===== src/rtl/key_debouncer_pkg.sv =====
// Board-level timing constants shared by the pushbutton conditioning logic.
package key_debouncer_pkg;

    localparam int CLOCK_FREQ_HZ      = 50_000_000;
    localparam int DEBOUNCE_TIME_MS   = 20;
    localparam int DEBOUNCE_CYCLES_20MS = CLOCK_FREQ_HZ / 1000 * DEBOUNCE_TIME_MS;
    localparam int DEBOUNCE_COUNTER_WIDTH = 20;

endpackage


===== src/rtl/key_debouncer_bit.sv =====
// Single-key conditioner: two-flop synchroniser, stability counter, debounced
// level and registered press/release strobes.
module key_debouncer_bit
    import key_debouncer_pkg::*;
#(
    parameter int DEBOUNCE_CYCLES = DEBOUNCE_CYCLES_20MS,
    parameter int COUNTER_WIDTH   = DEBOUNCE_COUNTER_WIDTH
) (
    input  logic clock,
    input  logic resetn,
    input  logic key_n,
    output logic pressed,
    output logic press_pulse,
    output logic release_pulse
);

    localparam logic [COUNTER_WIDTH-1:0] LAST_COUNT = COUNTER_WIDTH'(DEBOUNCE_CYCLES - 1);

    logic                     sync1;
    logic                     sync2;
    logic                     sample;
    logic                     stable;
    logic                     accept;
    logic [COUNTER_WIDTH-1:0] count;

    assign sample  = ~sync2;
    assign accept  = (sample != stable) && (count == LAST_COUNT);
    assign pressed = stable;

    // Synchroniser resets to the released level so a held key is never seen during reset.
    // NOTE: sequential state uses non-blocking assignments so every flop samples pre-edge values.
    always_ff @(posedge clock or negedge resetn) begin
        if (!resetn) begin
            sync1 <= 1'b1;
            sync2 <= 1'b1;
        end else begin
            sync1 <= key_n;
            sync2 <= sync1;
        end
    end

    always_ff @(posedge clock or negedge resetn) begin
        if (!resetn) begin
            stable <= 1'b0;
            count  <= '0;
        end else if (sample == stable) begin
            count <= '0;
        end else if (accept) begin
            stable <= sample;
            count  <= '0;
        end else begin
            count <= count + 1'b1;
        end
    end

    // Strobes are registered on the same edge that updates stable.
    always_ff @(posedge clock or negedge resetn) begin
        if (!resetn) begin
            press_pulse   <= 1'b0;
            release_pulse <= 1'b0;
        end else begin
            press_pulse   <= accept &  sample;
            release_pulse <= accept & ~sample;
        end
    end

endmodule


===== src/rtl/key_debouncer.sv =====
// Debounces WIDTH independent active-low pushbuttons into active-high levels
// and single-cycle press/release strobes.
module key_debouncer
    import key_debouncer_pkg::*;
#(
    parameter int WIDTH           = 4,
    parameter int DEBOUNCE_CYCLES = DEBOUNCE_CYCLES_20MS,
    parameter int COUNTER_WIDTH   = DEBOUNCE_COUNTER_WIDTH
) (
    input  logic             clock,
    input  logic             resetn,
    input  logic [WIDTH-1:0] key_n,
    output logic [WIDTH-1:0] pressed,
    output logic [WIDTH-1:0] press_pulse,
    output logic [WIDTH-1:0] release_pulse
);

    for (genvar i = 0; i < WIDTH; i++) begin : g_key
        key_debouncer_bit #(
            .DEBOUNCE_CYCLES (DEBOUNCE_CYCLES),
            .COUNTER_WIDTH   (COUNTER_WIDTH)
        ) u_bit (
            .clock         (clock),
            .resetn        (resetn),
            .key_n         (key_n[i]),
            .pressed       (pressed[i]),
            .press_pulse   (press_pulse[i]),
            .release_pulse (release_pulse[i])
        );
    end

endmodule


===== config.mk =====
export PLATFORM = sky130hd
export DESIGN_NAME = key_debouncer
export DESIGN_NICKNAME = d
export VERILOG_FILES = /design/src/rtl/key_debouncer_pkg.sv /design/src/rtl/key_debouncer_bit.sv /design/src/rtl/key_debouncer.sv
export SDC_FILE = /design/constraint.sdc
export NUM_CORES = 1
export LEC_CHECK = 0
export ABC_CLOCK_PERIOD_IN_PS = 3650
export BUFFER_PORTS_ARGS = -buffer_cell sky130_fd_sc_hd__buf_4
export CORE_AREA = 2 2 153 118
export DETAILED_ROUTE_END_ITERATION = 6
export DIE_AREA = 0 0 155 120
export SLEW_MARGIN = 10
export SYNTH_ARGS = -nofsm -noshare
export SYNTH_HDL_FRONTEND = slang
export SYNTH_HIERARCHICAL = 1
export SYNTH_SLANG_ARGS = --single-unit

===== constraint.sdc =====
create_clock -name clock -period 3.65 [get_ports clock]
set_input_delay 0.1825 -clock clock [delete_from_list [all_inputs] [get_ports clock]]
set_output_delay 0.1825 -clock clock [all_outputs]
set_load 0.01 [all_outputs]

==> impl_metrics.json, run 1 <==
{
  "worstMarginPinSlew_ns": 0.9000,
  "crit_fanout": 20,
  "layout_common_cells": "dfrtp_1 (92), nor2_2 (36), nand3_1 (35), a21oi_2 (24), xor2_1 (23)",
  "n_antenna_cell": 0,
  "critPathSlowestCell": "o21ai_2",
  "overflow": 0,
  "status": "finished with violations",
  "fmax_mhz": 433.0,
  "cts_buffer_depth": 2,
  "io_pins": 18,
  "power_density_nw_per_um2": 404.2,
  "syn_nets": 477,
  "finalHoldViolCount": 38,
  "ctsResizeCount": 0,
  "dieArea_um2": 18600,
  "critPathCaptureType": "register",
  "finalMaxSlewViolations": 0,
  "drv_cap": 0,
  "clock-root-buffer": "clkbuf_16",
  "numClockSinks": 100,
  "clock_latency_ns": 0.34,
  "worst-setup-path-type": "reg -> reg",
  "final_common_cell": "dfrtp_1",
  "synth.cell_area_um2": 5041,
  "gp_congestion": 0.7584,
  "cts_buffers": 9,
  "area_growth_pct": 13.73,
  "synth_warnings": 6,
  "tns_ns": 0,
  "fin_skew_ns": 0.006903,
  "post_synth.cell_area_avg_um2": 10.79,
  "fin_hold_ws_ns": -0.04109,
  "register_area_um2": 2512,
  "min_period_ns": 2.310,
  "setup_viol": 0,
  "irDropWorstVdd_uv": 204.2,
  "multi_input_area_um2": 2341,
  "required_ns": 3.88,
  "track_usage_pct": 10.95,
  "cp_top_family": "compound AO/OA/AOI/OAI gates",
  "grt_pass1_wl_mm": 16.82,
  "cpPeakStageDelay_ns": 0.66,
  "hp-class": "in -> async",
  "synth_area_leaders": "dfrtp_1 (46%), nor2_2 (4.5%), dfstp_2 (4.2%), a21oi_2 (4.2%), xor2_1 (4.0%)",
  "grt_max_degree": 72,
  "rows": 42,
  "clk_pin_slew_ns": 0.07,
  "io_buffers": 17,
  "synth_top_area_share_pct": 45.67,
  "min_period_over_period_pct": 63.28,
  "drt_iter0_drc": 241,
  "drtPass1Iterations": 4,
  "fp.dieW_um": 155,
  "crit_buf_inv": 0,
  "ys_ff_latch": 100,
  "start_util_pct": 29.34,
  "die_h_um": 120,
  "viasPerCell": 4.992,
  "violations": "hold timing",
  "num_vias": 3554,
  "leakage_nw": 2.281,
  "start_kind": "register",
  "nets": 497,
  "crit_chain": "ha_1 -> nand2_1 -> or4_1 -> o21ai_2 -> o21ba_1",
  "cts_tree": "built",
  "synth_area_leader_cell": "dfrtp_1",
  "coreArea_um2": 17180,
  "dp_hpwl_mm": 6.509,
  "ant_nets": 0,
  "grt_pass1_vias": 3448,
  "drive_gt1_share_pct": 27.24,
  "finalPower_mw": 2.318,
  "ys_seq_area_share_pct": 49.84,
  "synthCells": 467,
  "wl_mm": 9.518,
  "finish.utilization_pct": 33.36,
  "h-tree-depth": 3,
  "rsz0062_at_grt": "false",
  "cp.arrival_ns": 2.54,
  "ys_types": 42,
  "detail_route.wl_per_cell_um": 13.37,
  "antenna_found_initial": 0,
  "maxSlewHeadroom_pct": 40.00,
  "drc_errors": 0,
  "fill_cells": 1701
}
per-layer routing:
layer  up-vias  wire (µm)  GRT usage, %
met5         -          0             0
met4         0         88         3.299
met3         8        283         2.384
met2        38       4520         17.00
met1      1784       4626         15.33
li1       1724          -             -
cells by family (layout without fill, tap and decap cells):
logic type	count (synthesis)	after routing	synth area share (%)
fa+ha+maj	4	4	0.9928
compound gates	70	70	10.03
buf+inv	31	56	3.723
simple gates	217	217	27.60
xor+xnor	45	45	7.818
flops	100	100	49.84
worst paths after layout:
check,from,end,slack (ns),depth (start not counted)
max,g_key[0].u_bit/count[0]$_DFF_PN0_,g_key[0].u_bit/count[15]$_DFF_PN0_,1.34,5
min,resetn,g_key[2].u_bit/count[14]$_DFF_PN0_,-0.04,1
max reg2reg,g_key[0].u_bit/count[0]$_DFF_PN0_,g_key[0].u_bit/count[15]$_DFF_PN0_,1.34,5
min reg2reg,g_key[0].u_bit/sync1$_DFF_PN1_,g_key[0].u_bit/sync2$_DFF_PN1_,0.36,0
max in group asynchronous,resetn,g_key[0].u_bit/sync1$_DFF_PN1_,2.75,2
min in group clock,g_key[0].u_bit/sync1$_DFF_PN1_,g_key[0].u_bit/sync2$_DFF_PN1_,0.36,0
Yosys cell counts:
cell type  instances
o31a_2             1
nor2_2            36
or4_1             13
a21oi_1            6
nor2_1            20
dfrtp_1           92
nor4_2             3
dfstp_2            8
and4_1             5
nand2_1           19
nor4_1            11
nor3_1             5
and4_2             3
buf_6              7
or3_1             19
nand3b_1           4
buf_2              6
o21ba_1            1
or2_2              2
xor2_1            23
nand4b_1           3
nand3_1           35
buf_4              3
inv_2              3
ha_1               4
nand4_1            5
nor4b_1            1
a21oi_2           24
o21ai_2            4
and4b_1            3
and3_1            10
and2_1             4
or4_4              3
o21ai_0           18
a21o_1             4
or2_0              3
nand3_2            3
xnor2_1           22
inv_1             12
nand4_4            3
o31ai_1           12
nand4_2            4
state kept, by name (all words and copies together), names as in the netlist:
name                       cells
g_key.u_bit/release_pulse      4
g_key.u_bit/count             80
g_key.u_bit/pressed            4
g_key.u_bit/press_pulse        4
g_key.u_bit/sync2              4
g_key.u_bit/sync1              4
metrics by stage:
| step | area [µm²] | hold WS [ns] | worst slack, ns | instances |
|---|---|---|---|---|
| after detailed placement | 5343 | 0.2920 | 1.356 | 692 |
| final | 5733 | -0.04109 | 1.340 | 712 |
| after global routing | 5733 | 0.03365 | 1.174 | 712 |
| after CTS | 5733 | 0.005947 | 1.338 | 712 |
| after floorplan | 5041 | -0.1131 | 1.892 | 467 |
| after global placement | 5343 | 0.2911 | 1.406 | 692 |
repair_timing:
| action | CTS | global route |
|---|---|---|
| buffers inserted | 0 | 0 |
| endpoints found under the hold margin | 4 | 0 |
| hold buffers | 4 | 0 |
power by group:
group | switching [mW] | total (mW) | internal [mW]
Combinational | 0.0554 | 0.0795 | 0.0240
Sequential | 0.0156 | 1.14 | 1.13
Clock | 0.407 | 1.10 | 0.688
area by class of cell:
cell class	count	share of cell area [%]
timing repair buffer	25	3.448
multi-input combinational	336	40.83
clock inverter	6	1.942
tap	220	4.801
clock buffer	10	4.168
sequential	100	43.82
inverter	15	0.9821
No activity file was read; power rests on OpenSTA's default activity.
==> run 2: changes to the inputs <==
--- a/config.mk
+++ b/config.mk
@@ -5,11 +5,12 @@
 export SDC_FILE = /design/constraint.sdc
 export NUM_CORES = 1
 export LEC_CHECK = 0
-export ABC_CLOCK_PERIOD_IN_PS = 3650
+export ABC_AREA = 1
+export ABC_CLOCK_PERIOD_IN_PS = 2400
 export BUFFER_PORTS_ARGS = -buffer_cell sky130_fd_sc_hd__buf_4
-export CORE_AREA = 2 2 153 118
+export CORE_AREA = 2 2 158 122
 export DETAILED_ROUTE_END_ITERATION = 6
-export DIE_AREA = 0 0 155 120
+export DIE_AREA = 0 0 160 124
 export SLEW_MARGIN = 10
 export SYNTH_ARGS = -nofsm -noshare
 export SYNTH_HDL_FRONTEND = slang
==> constraint.sdc (replaced) <==
create_clock -name clock -period 2.4 [get_ports clock]
set_input_delay 0.12 -clock clock [delete_from_list [all_inputs] [get_ports clock]]
set_output_delay 0.12 -clock clock [all_outputs]
set_load 0.01 [all_outputs]
==> run 2 against run 1 <==
Effect of this change:
- the run now ends clean
- routed wire length is 16% higher
- maximum frequency up 34%
- hold slack improved by 0.39 ns
- via count rose by 17%
- sequential share of layout area down 3.0 points
- largest cell class is now multi-input gates
- flip-flop and latch count did not move
- critical path depth grew 2
- non-clock buffer count is 2 higher
- sequential power increased by 52%
- clock power rose by 25%
- count of clock-buffer cells in the layout rose by 1
- first-iteration DRC count is 27% higher
==> impl_metrics.json, run 2 <==
{
  "synth_top_area_share_pct": 42.63,
  "nets": 720,
  "ctsResizeCount": 0,
  "cts_tree": "built",
  "crit_fanout": 13,
  "cp_top_family": "simple AND/OR/NAND/NOR gates",
  "drv_cap": 0,
  "met3WireLength_um": 474,
  "post_synth.cell_area_avg_um2": 7.953,
  "io_buffers": 17,
  "cts_setup_buffers": 0,
  "path_depth": 7,
  "fp.dieW_um": 160,
  "layout_common_cells": "nor2_1 (135), nand2_1 (126), dfrtp_1 (92), nand3_1 (74), inv_1 (72)",
  "ys_types": 29,
  "grt_max_degree": 53,
  "coreArea_um2": 18180,
  "placed_cell_area_um2": 5818,
  "worstMarginPinSlew_ns": 0.6853,
  "tns_ns": 0,
  "grt_pass1_wl_mm": 19.20,
  "critPathCaptureType": "register",
  "crit_top_cell": "nand2_1",
  "hp-class": "in -> async",
  "setup_viol": 0,
  "viasPerCell": 4.311,
  "crit_buf_inv": 0,
  "max_flop_register": "g_key.u_bit/count",
  "h-tree-depth": 3,
  "fmax_mhz": 581.5,
  "gp_congestion": 0.8290,
  "drive_gt1_share_pct": 15.94,
  "leakage_nw": 2.757,
  "ant_nets": 0,
  "clock-root-buffer": "clkbuf_16",
  "cp.arrival_ns": 1.95,
  "dr_wl_met2_mm": 4.378,
  "finalPower_mw": 3.245,
  "r2r-start": "g_key[2].u_bit/sync2$_DFF_PN1_",
  "dieArea_um2": 19840,
  "cpPeakStageDelay_ns": 0.55,
  "cts_hold_buf": 5,
  "finalHoldViolCount": 0,
  "synth_most_common_cell": "nor2_1",
  "finalMaxSlewViolations": 0,
  "track_usage_pct": 12.07,
  "detail_route.wl_per_cell_um": 11.49,
  "cts_buffers": 9,
  "synth_warnings": 6,
  "status": "finished clean",
  "crit_chain": "nand2_1 -> nand2_1 -> nand2_1 -> nor2_1 -> nand2_2 -> nand2_1 -> nor2_1",
  "worst-setup-path-type": "reg -> reg",
  "maxSlewHeadroom_pct": 54.31,
  "clk_pin_slew_ns": 0.07,
  "numClockSinks": 100,
  "fill_cells": 1895,
  "rsz0062_at_grt": "false",
  "drtPass1Iterations": 5,
  "synth-main-ff-cell": "dfrtp_1",
  "wl_met1_mm": 6.140,
  "critPathSlowestCell": "dfstp_2",
  "fin_skew_ns": 0.005462,
  "worstSetupStartpoint": "g_key[2].u_bit/sync2$_DFF_PN1_",
  "start_util_pct": 29.70,
  "n_antenna_cell": 0,
  "top_layer_used": "met4",
  "synth_area_leader_cell": "dfrtp_1",
  "die_h_um": 124,
  "io_pins": 18,
  "r2r_end": "g_key[2].u_bit/count[9]$_DFF_PN0_",
  "synth_edf_count": 0,
  "synth.cell_area_um2": 5400,
  "fin_area_um2": 6147,
  "synth_area_leaders": "dfrtp_1 (43%), nor2_1 (9.4%), nand2_1 (8.8%), nand3_1 (6.9%), xor2_1 (5.0%)",
  "finish.utilization_pct": 33.80,
  "synthCells": 679,
  "cts_buffer_depth": 2,
  "reg2reg_slack_ns": 0.68,
  "syn_nets": 689,
  "preCtsSetupSlack_ns": 0.7009,
  "overflow": 0,
  "antenna_found_initial": 0,
  "min_period_over_period_pct": 71.66,
  "start_kind": "register",
  "synthArstFlopShare_pct": 100.0,
  "crit_end": "g_key[2].u_bit/count[9]$_DFF_PN0_",
  "dp_hpwl_mm": 8.197,
  "drc_errors": 0,
  "area_growth_pct": 13.83,
  "clock_latency_ns": 0.34,
  "setup_ws_ns": 0.6802,
  "wl_mm": 11.05,
  "rows": 43,
  "rr_worst_depth": 7,
  "ys_seq_area_share_pct": 46.52,
  "largest_register_ff_count": 80,
  "synthTopCellsByCount": "nor2_1 (135), nand2_1 (126), dfrtp_1 (92)",
  "min_period_ns": 1.720,
  "required_ns": 2.63,
  "drt_iter0_drc": 305,
  "power_density_nw_per_um2": 527.8,
  "final_common_cell": "nor2_1",
  "num_vias": 4147,
  "ys_ff_latch": 100,
  "grt_pass1_vias": 3926,
  "irDropWorstVdd_uv": 307.3
}
==> run 2: kinds of logic (layout without fill, tap and decap cells) <==
family          after synthesis  after routing  synth area share, %
flops                       100            100                46.52
compound gates               26             26                2.688
simple gates                424            424                37.09
fa+ha+maj                     4              4               0.9268
xor+xnor                     38             38                6.163
buf+inv                      87            123                6.603
==> run 2: layer usage <==
metal | vias up | GRT usage (%)
met5 | - | 0
met4 | 0 | 2.872
met3 | 4 | 3.530
met2 | 86 | 17.21
met1 | 1857 | 17.85
li1 | 2200 | -
==> run 2: metrics by stage <==
stage          std cells  hold WS [ns]
6_report             962        0.3442
4_1_cts              962        0.3668
3_3_place_gp         941        0.2043
5_1_grt              962        0.3747
3_5_place_dp         941        0.2066
2_1_floorplan        679       -0.1756
==> run 2: layout make-up <==
cell class	instances	area [µm²]	share of cell area, %
tap	247	309.0	5.027
multi-input combinational	492	2531	41.18
timing repair buffer	27	215.2	3.501
clock inverter	5	36.28	0.5903
clock buffer	11	242.7	3.949
sequential	100	2512	40.87
inverter	80	300.3	4.885
==> run 2: worst min-delay path by stage <==
stage                                              endpoint  slack (ns)  cells past startpoint
after global routing         g_key[2].u_bit/sync2$_DFF_PN1_        0.37                      0
final                     g_key[1].u_bit/count[8]$_DFF_PN0_        0.34                      2
after global placement    g_key[1].u_bit/count[0]$_DFF_PN0_        0.20                      1
after CTS                    g_key[2].u_bit/sync2$_DFF_PN1_        0.37                      0
after detailed placement  g_key[1].u_bit/count[5]$_DFF_PN0_        0.21                      1
after floorplan           g_key[0].u_bit/count[0]$_DFF_PN0_       -0.18                      0
==> run 2: power by group <==
group | internal [mW] | total (mW) | switching (mW)
registers | 1.71 | 1.73 | 0.0176
clock network | 0.734 | 1.38 | 0.647
logic | 0.0407 | 0.132 | 0.0916
